**src/rtl/intt_twiddle_gen_pkg.sv**
```systemverilog
// Shared NTT constants over Q = 7681, N = 256, plus the index helpers and twiddle FSM states.
// Used by both the forward and the inverse twiddle providers.
package ntt_pkg;
  localparam int unsigned Q         = 7681;
  localparam int unsigned N         = 256;
  localparam int unsigned LOGN      = 8;
  localparam int unsigned BARRETT_M = 8736;  // floor(2^26 / Q)
  localparam int unsigned N_INV     = 7651;  // 256^-1 mod Q

  typedef enum logic [1:0] {IDLE, ISSUE, WAIT, READY} tw_state_t;

  function automatic logic [7:0] bitrev8(input logic [7:0] a);
    logic [7:0] r;
    for (int i = 0; i < 8; i++) r[i] = a[7-i];
    return r;
  endfunction
endpackage

```
**src/rtl/intt_twiddle_gen_if.sv**
```systemverilog
// Control and read-port bundle between the NTT sequencer (master) and the INTT twiddle generator (slave).
// Reads are 1-cycle latency and have no backpressure; rd_valid qualifies rd_data.
interface intt_twiddle_gen_if;
  logic        start;
  logic [15:0] psi_inv;
  logic        busy;
  logic        ready;
  logic        done;
  logic        root_ok;
  logic        rd_en;
  logic [7:0]  rd_addr;
  logic        rd_bitrev;
  logic        rd_valid;
  logic [15:0] rd_data;

  modport master (output start, psi_inv, rd_en, rd_addr, rd_bitrev,
                  input  busy, ready, done, root_ok, rd_valid, rd_data);
  modport slave  (input  start, psi_inv, rd_en, rd_addr, rd_bitrev,
                  output busy, ready, done, root_ok, rd_valid, rd_data);
endinterface

```
**src/rtl/mod_mult_q.sv**
```systemverilog
// a*b mod Q for a,b < Q: a registered multiply stage, then Barrett reduction with one corrective subtract.
// The reduced result is combinational from the product register; the caller's flop closes the second stage.
module mod_mult_q
  import ntt_pkg::*;
(
  input  logic        clk,
  input  logic        rst,
  input  logic        en,
  input  logic [15:0] a,
  input  logic [15:0] b,
  output logic [15:0] p
);
  logic [25:0] prod_q;
  logic [13:0] q_est;
  logic [13:0] r;

  always_ff @(posedge clk) begin
    if (rst)     prod_q <= '0;
    else if (en) prod_q <= 26'(a * b);
  end

  // Quotient estimate is at most one short, so the remainder stays below 2Q.
  always_comb begin
    q_est = 14'((40'(prod_q) * 40'(BARRETT_M)) >> 26);
    r     = 14'(prod_q - 26'(q_est) * 26'(Q));
    if (r >= 14'(Q)) r = r - 14'(Q);
    p = {2'b00, r};
  end
endmodule

```
**src/rtl/intt_twiddle_gen.sv**
```systemverilog
// Builds psi_inv^k mod Q (k = 0..255) in a 256x16 table at 2 cycles per entry, checks psi_inv^256 == Q-1,
// then serves 1-cycle-latency reads (natural or bit-reversed); reads outside READY are dropped.
module intt_twiddle_gen
  import ntt_pkg::*;
(
  input  logic              clk,
  input  logic              rst,
  intt_twiddle_gen_if.slave tw
);
  tw_state_t   state_q, state_d;
  logic [7:0]  k_q;
  logic [15:0] acc_q, psi_q, prod;
  logic        busy_q, ready_q, done_q, root_ok_q, rd_valid_q;
  logic [15:0] rd_data_q;
  logic        accept, issue, last, rd_fire;
  logic [7:0]  ram_addr;
  logic [15:0] mem [N];

  mod_mult_q u_mul (
    .clk (clk),
    .rst (rst),
    .en  (issue),
    .a   (acc_q),
    .b   (psi_q),
    .p   (prod)
  );

  always_comb begin
    state_d = state_q;
    accept  = 1'b0;
    issue   = 1'b0;
    last    = 1'b0;
    rd_fire = 1'b0;
    unique case (state_q)
      IDLE: if (tw.start) begin
        accept  = 1'b1;
        state_d = ISSUE;
      end
      ISSUE: begin
        issue   = 1'b1;
        state_d = WAIT;
      end
      WAIT: begin
        last    = (k_q == 8'd255);
        state_d = last ? READY : ISSUE;
      end
      READY: begin
        // A start in the same cycle as a read wins; the read is dropped.
        if (tw.start) begin
          accept  = 1'b1;
          state_d = ISSUE;
        end else begin
          rd_fire = tw.rd_en;
        end
      end
      default: state_d = IDLE;
    endcase
  end

  always_ff @(posedge clk) begin
    if (rst) begin
      state_q    <= IDLE;
      k_q        <= '0;
      acc_q      <= 16'd1;
      psi_q      <= '0;
      busy_q     <= 1'b0;
      ready_q    <= 1'b0;
      done_q     <= 1'b0;
      root_ok_q  <= 1'b0;
      rd_valid_q <= 1'b0;
    end else begin
      state_q    <= state_d;
      done_q     <= 1'b0;
      rd_valid_q <= rd_fire;
      if (accept) begin
        psi_q     <= tw.psi_inv;
        acc_q     <= 16'd1;
        k_q       <= '0;
        busy_q    <= 1'b1;
        ready_q   <= 1'b0;
        root_ok_q <= 1'b0;
      end
      if (state_q == WAIT) begin
        acc_q <= prod;
        if (last) begin
          root_ok_q <= (prod == 16'(Q - 1));
          done_q    <= 1'b1;
          busy_q    <= 1'b0;
          ready_q   <= 1'b1;
        end else begin
          k_q <= k_q + 8'd1;
        end
      end
    end
  end

  // Single-port table: written only in ISSUE, read only in READY.
  assign ram_addr = issue ? k_q : (tw.rd_bitrev ? bitrev8(tw.rd_addr) : tw.rd_addr);

  always_ff @(posedge clk) begin
    if (issue) mem[ram_addr] <= acc_q;
  end

  always_ff @(posedge clk) begin
    if (rst)          rd_data_q <= '0;
    else if (rd_fire) rd_data_q <= mem[ram_addr];
  end

  assign tw.busy     = busy_q;
  assign tw.ready    = ready_q;
  assign tw.done     = done_q;
  assign tw.root_ok  = root_ok_q;
  assign tw.rd_valid = rd_valid_q;
  assign tw.rd_data  = rd_data_q;
endmodule
```
**src/flat_wrapper.sv**
```systemverilog
// flat-port wrapper written by rule: the top's interface ports become plain ports
module intt_twiddle_gen_flat import ntt_pkg::*;
  (clk, rst, tw_start, tw_psi_inv, tw_rd_en, tw_rd_addr, tw_rd_bitrev, tw_busy, tw_ready, tw_done, tw_root_ok, tw_rd_valid, tw_rd_data);
  intt_twiddle_gen_if tw_i ();
  input  logic clk;
  input  logic rst;
  input wire logic [$bits(tw_i.start)-1:0] tw_start;
  input wire logic [$bits(tw_i.psi_inv)-1:0] tw_psi_inv;
  input wire logic [$bits(tw_i.rd_en)-1:0] tw_rd_en;
  input wire logic [$bits(tw_i.rd_addr)-1:0] tw_rd_addr;
  input wire logic [$bits(tw_i.rd_bitrev)-1:0] tw_rd_bitrev;
  output wire logic [$bits(tw_i.busy)-1:0] tw_busy;
  output wire logic [$bits(tw_i.ready)-1:0] tw_ready;
  output wire logic [$bits(tw_i.done)-1:0] tw_done;
  output wire logic [$bits(tw_i.root_ok)-1:0] tw_root_ok;
  output wire logic [$bits(tw_i.rd_valid)-1:0] tw_rd_valid;
  output wire logic [$bits(tw_i.rd_data)-1:0] tw_rd_data;
  assign tw_i.start = tw_start;
  assign tw_i.psi_inv = tw_psi_inv;
  assign tw_i.rd_en = tw_rd_en;
  assign tw_i.rd_addr = tw_rd_addr;
  assign tw_i.rd_bitrev = tw_rd_bitrev;
  assign tw_busy = tw_i.busy;
  assign tw_ready = tw_i.ready;
  assign tw_done = tw_i.done;
  assign tw_root_ok = tw_i.root_ok;
  assign tw_rd_valid = tw_i.rd_valid;
  assign tw_rd_data = tw_i.rd_data;
  intt_twiddle_gen u_core (.clk(clk), .rst(rst), .tw(tw_i));
endmodule
```
**config.mk**
```make
export PLATFORM = sky130hd
export DESIGN_NAME = intt_twiddle_gen_flat
export DESIGN_NICKNAME = d
export VERILOG_FILES = /design/src/rtl/intt_twiddle_gen_pkg.sv /design/src/rtl/intt_twiddle_gen_if.sv /design/src/rtl/mod_mult_q.sv /design/src/rtl/intt_twiddle_gen.sv /design/src/flat_wrapper.sv
export SDC_FILE = /design/constraint.sdc
export NUM_CORES = 2
export LEC_CHECK = 0
export BUFFER_PORTS_ARGS = -buffer_cell sky130_fd_sc_hd__buf_2
export CORE_MARGIN = 3
export CORE_UTILIZATION = 55
export CTS_CLUSTER_DIAMETER = 60
export DETAILED_ROUTE_END_ITERATION = 7
export PLACE_DENSITY = 0.75
export SLEW_MARGIN = 10
export SYNTH_ARGS = -nofsm -noshare
export SYNTH_HDL_FRONTEND = slang
export SYNTH_SLANG_ARGS = --single-unit
```
**constraint.sdc**
```tcl
create_clock -name clk -period 13.9 [get_ports clk]
set_input_delay 2.78 -clock clk [delete_from_list [all_inputs] [get_ports clk]]
set_output_delay 2.78 -clock clk [all_outputs]
set_load 0.01 [all_outputs]
```
==> reports/metrics.csv <==
metric;value;unit
# setup viols final;0;
most used cell, CP;ha_1;
TritonCTS sink count;3669;
total grt overflow;0;
FF-to-FF path depth;28;
clk_lat worst skew;0.93;ns
drt pass-1 iters;6;
CTS buffer count;360;
RR Endpoint;u_core.tw.root_ok;
max incr delay on CP;0.55;ns
top cells by count, synth;edfxtp_1 (3584), mux4_2 (896), nand2_1 (895);
vias in the first global route;82300;
Iter 0 DRT Violations;11800;
post-synth cell types;75;
simple-gate portion of the synthesized area;5.27;%
GPL Wtd Cong;0.858;
post-synthesis compound-gate area fraction;2.34;%
# Max-Cap Violations;0;
count leader, synth;edfxtp_1;
most area-hungry cell type in the Yosys netlist;edfxtp_1;
area delta synth->final;11.8;%
CTS tree;done;
HP Class;register to register;
Post-Synthesis Cells;8245;
worst r2r src;u_core.u_mul.prod_q[8];
Required @ worst endpoint;14.76;ns
share of cells above drive strength 1;21.6;%
WL/cell;30.8;microns
synth top area cells;edfxtp_1 (71%), mux4_2 (13%), fa_1 (2.4%), nand2_1 (2.2%), ha_1 (1.6%);
largest family of logic cells by synthesized area;multiplexers;
Leak;57.1;nW
final worst-path cycle share;63.5;%
Yosys reg bits;3669;
fin. max-slew vios;0;
die area;283000;sq um
final number of hold-violating endpoints;0;
Post-Synth Adder-Cell Area;4.03;%
end of the worst hold path;u_core.tw.rd_data[9];
worst setup path class;register to register;
pwr dens;175;nW/um^2
Hold Slack;0.472;ns
Post-synth ARST share;0;%
GRT Total Usage;27.1;%
Slew Limit Headroom;8.31;%
XOR/XNOR Fraction of Synth Area;0.430;%
Setup TNS;0;ns
Slowest-stage cell, CP;fa_1;
Synth top area share;70.7;%
post-synthesis sequential area ratio;71.8;%
fmax;113;MHz
DRC Markers;0;
Final Skew;0.101;ns
RSZ-0062 raised after global routing;false;
routed wire length;385000;microns
clock transition at the registers of the reported paths;0.07;ns
total number of H-tree levels;5;
I/O pin count;50;
clock root cell;clkbuf_16;
Primary FF master, synth;edfxtp_1;
post-DR vias/cell;6.50;
post-route ant nets;0;
crit end category;register;
EDFF count, synth;3584;
initial antenna violation count;14;
Worst path depth;28;
hold path start;u_core.tw.rd_data[9];
core area;275000;sq um
Max FO, Critical Path;16;
DR vias;81300;
largest net degree at the start of global routing;211;
status;finished, final reports clean;
R2R Setup Slk;5.07;ns
total power;29.8;mW
initial core utilization;55.5;%
min cycle time layout;8.83;ns
port bufs;47;
DIE HEIGHT;532;microns
Max VDD drop;0.377;mV
worst-case clock buffer depth;4;
post-synthesis mux area share;14.3;%
Worst Path Arrival;9.69;ns
HPWL Detailed;220000;microns
worst slew pin tran;1.36;ns
CP top delay family;adder cells;
die width;532;microns
Fillers;18500;
CTS hold repair buffers;0;
Syn Area/Cell;18.5;sq um
first-pass GRT wire length;566000;microns
Post-CTS Setup Bufs;0;
Syn Std Cell Area;152000;sq um
CP Buf/Inv Count;1;
Startpoint Class;register;
yosys warns;0;
num rows;192;
post-cts repair resize count;0;
fin nets;8945;
Hold Crit Depth;2;
==> worst reg2reg max path: cells and delay by family (launching register included) <==
kind | cells | cell delay (ns)
and+or+nand+nor | 4 | 1.44
adders and majority gates | 11 | 4.21
DFF | 1 | 0.51
xor gates and xnor gates | 3 | 0.53
muxes | 1 | 0.47
AOI/OAI and AO/OA | 8 | 1.65
buffers and inverters | 1 | 0.04
==> report_power, final <==
group          leakage, nW  internal [mW]  switching (mW)
Sequential            33.3           12.8           0.201
Clock                 5.78           5.68            4.12
Combinational         18.0           2.57            4.40
==> layer usage <==
metal / GRT usage, % / routed length (microns) / up-vias
li1: - / - / 33100
met1: 37.7 / 142000 / 42400
met2: 42.4 / 183000 / 5020
met3: 5.95 / 42800 / 806
met4: 10.8 / 17100 / 2
met5: 0 / 13 / -
==> cell usage in the layout (no fill, tap or decap), types with 39 or more instances in the layout <==
cell       instances
a211oi_1         148
a21oi_1          134
and2_1           113
and3_1           145
buf_2             46
buf_4            329
bufinv_16         41
clkbuf_1          68
clkbuf_16        368
clkinv_1          58
clkinv_2          70
dfxtp_1           71
edfxtp_1        3584
fa_1             185
ha_1             194
inv_1            248
mux2i_1          156
mux4_2           896
nand2_1          893
nand3_1          163
nor2_1           346
nor2_2            39
xnor2_1           54
==> per-stage QoR <==
| stage | cells | setup WS (ns) | cell area (sq um) | util, % |
|---|---|---|---|---|
| 3_5_place_dp | 11900 | 5.06 | 158000 | 57.7 |
| 4_1_cts | 12500 | 5.12 | 170000 | 62.0 |
| 2_1_floorplan | 8246 | 4.21 | 152000 | - |
| 6_report | 12500 | 5.07 | 170000 | 62.0 |
| 3_3_place_gp | 11900 | 5.14 | 158000 | 57.7 |
| 5_1_grt | 12500 | 4.57 | 170000 | 62.0 |
==> area by class of cell <==
cell class | instances | area (sq um) | area share (%)
multi-input combinational | 3858 | 40400 | 23.7
clock inverter | 203 | 2230 | 1.31
sequential | 3669 | 109000 | 64.2
tap | 3686 | 4610 | 2.71
antenna | 6 | 15.0 | 0.00882
timing repair buffer | 399 | 3190 | 1.87
clock buffer | 445 | 9590 | 5.63
inverter | 248 | 931 | 0.547
==> how the worst max path moves through the flow <==
stage | start | endpoint | slack [ns]
detailed placement | u_core.u_mul.prod_q[8] | u_core.tw.root_ok | 5.06
global route | u_core.u_mul.prod_q[12] | u_core.tw.root_ok | 4.57
finish | u_core.u_mul.prod_q[8] | u_core.tw.root_ok | 5.07
CTS | u_core.u_mul.prod_q[8] | u_core.tw.root_ok | 5.12
floorplan | u_core.acc_q[2] | u_core.u_mul.prod_q[25] | 4.21
global placement | u_core.u_mul.prod_q[8] | u_core.tw.root_ok | 5.14
==> cell families after synthesis <==
kind of cell | after synthesis
mux | 1055
flops | 3669
buf+inv | 719
other cells | 1
compound gates | 524
simple gates | 1824
fa+ha+maj | 380
xor+xnor | 73
==> registers in the layout, indices dropped and copies added, names as in the netlist, 2 cells and up <==
register / flops
u_core.acc_q: 14
u_core.k_q: 8
u_core.mem: 3584
u_core.psi_q: 16
u_core.state_q: 2
u_core.tw.rd_data: 14
u_core.u_mul.prod_q: 26
No activity file was read; power rests on OpenSTA's default activity.
